`config.mk`:
```
export PLATFORM = sky130hd
export DESIGN_NAME = write_back_stage
export DESIGN_NICKNAME = d
export VERILOG_FILES = /design/src/rtl/write_back_stage.sv
export SDC_FILE = /design/constraint.sdc
export NUM_CORES = 2
export LEC_CHECK = 0
export CAP_MARGIN = 20
export CORE_MARGIN = 3
export CORE_UTILIZATION = 37
export DETAILED_ROUTE_END_ITERATION = 12
export SLEW_MARGIN = 20
export SYNTH_ARGS = -nofsm -noshare
export SYNTH_HDL_FRONTEND = slang
export SYNTH_SLANG_ARGS = --single-unit
```
`constraint.sdc`:
```
create_clock -name clk -period 6.4 [get_ports clk]
set_input_delay 1.92 -clock clk [delete_from_list [all_inputs] [get_ports clk]]
set_output_delay 1.92 -clock clk [all_outputs]
set_load 0.05 [all_outputs]
```
`src/rtl/write_back_stage.sv`:
```
// Write-back: selects the result, commits it to the register file, serves decode reads with same-cycle bypass.
// Commit/bypass/forward are zero latency; retire trace is one cycle; no backpressure (accepts every cycle).
module write_back_stage #(
  parameter int XLEN      = 32,
  parameter int REG_NUM   = 32,
  parameter int INSTRET_W = 64
) (
  input  logic                 clk,
  input  logic                 rst,
  input  logic                 wb_valid,
  input  logic [XLEN-1:0]      wb_pc,
  input  logic [XLEN-1:0]      wb_irreg_pc,
  input  logic [XLEN-1:0]      wb_r_data,
  input  logic [XLEN-1:0]      wb_alu_result,
  input  logic                 wb_is_load,
  input  logic                 wb_is_link,
  input  logic                 wb_rd_we,
  input  logic [4:0]           wb_rd_addr,
  input  logic [4:0]           rs1_addr,
  input  logic [4:0]           rs2_addr,
  output logic [XLEN-1:0]      rs1_data,
  output logic [XLEN-1:0]      rs2_data,
  output logic                 fwd_we,
  output logic [4:0]           fwd_addr,
  output logic [XLEN-1:0]      fwd_data,
  output logic [INSTRET_W-1:0] instret,
  output logic                 retire_valid,
  output logic [XLEN-1:0]      retire_pc
);

  logic [XLEN-1:0]      regs [REG_NUM];
  logic [XLEN-1:0]      result;
  logic                 commit;
  logic [INSTRET_W-1:0] instret_q;
  logic                 retire_valid_q;
  logic [XLEN-1:0]      retire_pc_q;

  // Load beats link beats ALU when both flags are set.
  always_comb begin
    result = wb_alu_result;
    if (wb_is_load) begin
      result = wb_r_data;
    end else if (wb_is_link) begin
      result = wb_irreg_pc;
    end
  end

  assign commit = wb_valid & wb_rd_we & (wb_rd_addr != 5'd0);

  always_comb begin
    rs1_data = regs[rs1_addr];
    if (rs1_addr == 5'd0) begin
      rs1_data = '0;
    end else if (commit && (rs1_addr == wb_rd_addr)) begin
      rs1_data = result;
    end
  end

  always_comb begin
    rs2_data = regs[rs2_addr];
    if (rs2_addr == 5'd0) begin
      rs2_data = '0;
    end else if (commit && (rs2_addr == wb_rd_addr)) begin
      rs2_data = result;
    end
  end

  assign fwd_we   = commit;
  assign fwd_addr = wb_rd_addr;
  assign fwd_data = result;

  always_ff @(posedge clk) begin
    if (rst) begin
      for (int i = 0; i < REG_NUM; i++) begin
        regs[i] <= '0;
      end
    end else if (commit) begin
      regs[wb_rd_addr] <= result;
    end
  end

  // Every valid instruction retires, including stores and branches.
  always_ff @(posedge clk) begin
    if (rst) begin
      instret_q      <= '0;
      retire_valid_q <= 1'b0;
      retire_pc_q    <= '0;
    end else begin
      retire_valid_q <= wb_valid;
      if (wb_valid) begin
        instret_q   <= instret_q + 1'b1;
        retire_pc_q <= wb_pc;
      end
    end
  end

  assign instret      = instret_q;
  assign retire_valid = retire_valid_q;
  assign retire_pc    = retire_pc_q;

endmodule
```
==> reports/qor.txt <==
Clock Pin Slew Worst Setup and Hold Paths: 0.06 ns
status: finished, violations left
Max-Cap Viols: 0
Final Hold Viols: 0
WL final: 237100 um
area of the multi-input gates: 23790 um^2
failing checks: negative setup slack
syn_area_per_cell: 12.69 um^2
post-synthesis mux area share: 20.66%
top_reg_cell synth: edfxtp_1
P&R area growth vs syn: 23.09%
number of global-route vias before repair: 44480
Cell Area, Placed: 67640 um^2
CTS buffer count: 121
DRC: 0
Die Span Y: 402.6 um
register bit total from synthesis: 1121
HPWL Detailed: 152000 um
asr flop ratio synth: 0%
die width: 402.6 um
Clock Latency Late Sink: 0.75 ns
Hold Slack: 0.4957 ns
worst reg2reg path depth: 5
drt pass-1 iters: 7
1st-iter DRT viols: 6772
Clock Path Buffers: 3
Final #Nets: 5265
crit path DAT: 4.53 ns
Rows: 144
min Tclk post-route: 6.453 ns
Final Instance Area: 71630 um^2
Max stage delay cell, worst path: nor4_2
EDFF count, synth: 1024
fin crit share: 100.8%
HP Class: reg -> reg
Worst path max stage delay: 0.50 ns
register area: 32690 um^2
largest family of logic cells by synthesized area: multiplexers
Critical Path Most Common Cell: buf_4
Starting Density: 37.51%
skew final: 0.006694 ns
final core utilization: 46.17%
Placed Cells: 7034
Mapped Area: 58190 um^2
first-pass GRT wire length: 333300 um
Setup crit start: rs1_addr[1]
PnR worst setup slack: -0.05335 ns
Worst-Margin Slew: 0.8762 ns
Leak Pwr: 25.64 nW
largest net degree at the start of global routing: 122
Slew HR: 41.46%
ANT nets after route: 0
reg2reg setup slack: 3.39 ns
peak fanout along the critical path: 40
H-tree depth: 3
PwrDens: 262.4 nW/um^2
CP cell instances: buf_6 -> buf_12 -> nand2b_1 -> buf_4 -> o22ai_1 -> nor4_2 -> buf_4 -> nor3_1 -> a211oi_1 -> buf_4 -> buf_12
worst IR drop on VDD: 0.0002839 V
setup TNS: -0.09612 ns
Cell variety after synth: 71
startpoint types: input pin
initial antenna violation count: 10
grt ovf: 0
f_max: 155.0 MHz
Final setup viols: 2
register area share after synthesis: 56.18%
DR vias/cell: 6.306
io pins: 348
clk sinks: 1121
cts hold-fix bufs: 0
Core Region: 155100 um^2
CP endpoint kind: output pin
Simple-Gate Fraction of Synth Area: 11.76%
max-slew violation count: 0
Post-Synth XOR/XNOR Area: 0.5418%
worst setup path end: rs1_data[24]
Die ar.: 162100 um^2
WL per Instance: 32.65 um
Crit Reg-Reg Startpoint: instret[4]
Fillers: 13860
Global Route Usage Sum: 28.58%
RSZ-0062 raised after global routing: no
fin cells: 7260
synth warn: 0
CTS root buf: clkbuf_16
Compound-Gate Fraction of Synth Area: 6.891%
Critical Path RT: 4.48 ns
Post-Synth Adder-Cell Area: 0.02150%
Mapped Cells: 4586
Final Wtd Congestion: 0.9668
Critical R2R Capture: instret[63]
pre-CTS setup slack: -0.2036 ns
share of layout cells above drive strength 1: 25.92%
CTS tree: yes
Hold Path Cell Cnt: 2
number of port buffers: 347
Setup CP Type: in -> out
PnR Total Power: 18.80 mW
DR vias: 45780
## cells in the final DEF (no fill, tap or decap), types with 21 or more instances in the layout
cell type | Yosys | routed
nor2_1 | 1139 | 1137
edfxtp_1 | 1024 | 1024
buf_4 | 48 | 485
mux4_2 | 372 | 372
mux2i_1 | 290 | 290
clkdlybuf4s50_1 | 0 | 240
clkbuf_16 | 0 | 122
buf_12 | 0 | 116
nand2_1 | 139 | 108
a21oi_1 | 111 | 97
dfxtp_1 | 97 | 97
a221oi_1 | 74 | 72
mux2_2 | 66 | 66
o21ai_0 | 64 | 62
o22ai_1 | 59 | 59
inv_1 | 52 | 52
a211oi_1 | 55 | 48
nor3_1 | 47 | 47
conb_1 | 1 | 32
nand2_2 | 0 | 31
nand2b_2 | 0 | 31
clkinv_1 | 0 | 31
nand2b_1 | 61 | 30
nor2b_1 | 32 | 28
o221ai_1 | 26 | 26
a22oi_1 | 25 | 25
xor2_1 | 23 | 23
or3_1 | 23 | 23
o21a_1 | 23 | 22
nor4_1 | 26 | 22
nand3_1 | 22 | 22
clkbuf_1 | 343 | 22
nand4_1 | 21 | 21
clkinv_2 | 0 | 21
## flip-flops by register name, indices dropped and copies added, names as in the netlist
name and count:
regs 1024, retire_pc 32, retire_valid 1, instret 64
## power breakdown
part / total (mW) / switching, mW / internal, mW
sequential: 8.54 / 0.192 / 8.35
combinational: 3.33 / 2.00 / 1.33
clock: 6.93 / 3.08 / 3.85
total: 18.8 / 5.27 / 13.5
## worst max-delay path: cells and delay by family
kind	cells	cell delay (ns)
buffers and inverters	6	1.42
AND/OR/NAND/NOR	3	0.78
AO/OA/AOI/OAI	2	0.36
## area by class of cell
type	count	area share, %
Sequential cell	1121	45.64
Multi-Input combinational cell	2961	33.21
Timing Repair Buffer	857	11.92
Clock buffer	144	4.378
Tap cell	2044	3.570
Clock inverter	77	0.9904
Inverter	53	0.2777
Antenna cell	3	0.01048
## cells by family after synthesis
| family | after synthesis |
|---|---|
| AOI/OAI and AO/OA | 567 |
| xor gates and xnor gates | 36 |
| adders and majority gates | 1 |
| buffers and inverters | 535 |
| DFF | 1121 |
| muxes | 728 |
| other | 1 |
| and+or+nand+nor | 1597 |
## synthesized netlist by cell type (13+ instances only)
library cell / number / area (um^2)
nand2_1: 139 / 521.8
nor2_1: 1139 / 4275
a2111oi_0: 19 / 166.4
nor2b_1: 32 / 200.2
nor3_1: 47 / 235.2
o32a_1: 14 / 140.1
a21oi_1: 111 / 555.5
a31oi_1: 13 / 81.33
nor4_1: 26 / 162.7
or4_1: 19 / 142.6
a22oi_1: 25 / 187.7
mux4_2: 372 / 8378
buf_4: 48 / 360.4
o22ai_1: 59 / 369.1
dfxtp_1: 97 / 1942
buf_2: 61 / 305.3
xor2_1: 23 / 201.4
nand2b_1: 61 / 381.6
o31ai_1: 17 / 127.6
o221ai_1: 26 / 227.7
o21a_1: 23 / 172.7
mux2i_1: 290 / 2903
edfxtp_1: 1024 / 30750
or2_2: 15 / 93.84
inv_1: 52 / 195.2
nand3_1: 22 / 110.1
buf_1: 26 / 97.59
nand4_1: 21 / 131.4
a221o_1: 14 / 140.1
xnor2_1: 13 / 113.9
a221oi_1: 74 / 648.1
clkbuf_1: 343 / 1287
a211oi_1: 55 / 412.9
o21ai_0: 64 / 320.3
or3_1: 23 / 143.9
mux2_2: 66 / 743.2
## per-layer routing
| metal | track usage, % | vias up | routed length [um] |
|---|---|---|---|
| met5 | 0.5650 | - | 30 |
| met4 | 14.04 | 6 | 13760 |
| met3 | 9.507 | 749 | 33430 |
| met2 | 43.29 | 3699 | 104600 |
| met1 | 36.77 | 22970 | 85240 |
| li1 | - | 18360 | - |
## repair_timing
action,4_1_cts,5_1_grt
setup buffers,1,1
pin swaps,0,3
gates resized for setup,5,20
hold endpoints to repair,0,0
setup endpoints to repair,13,45
## how the worst min path moves through the flow
stage / start / end / slack [ns]
after floorplan: instret[63] / instret[63] / 0.70
after global placement: instret[63] / instret[63] / 0.46
after detailed placement: instret[63] / instret[63] / 0.48
after CTS: instret[63] / instret[63] / 0.49
after global routing: instret[63] / instret[63] / 0.52
final: instret[63] / instret[63] / 0.50
No activity file was read; power rests on OpenSTA's default activity.
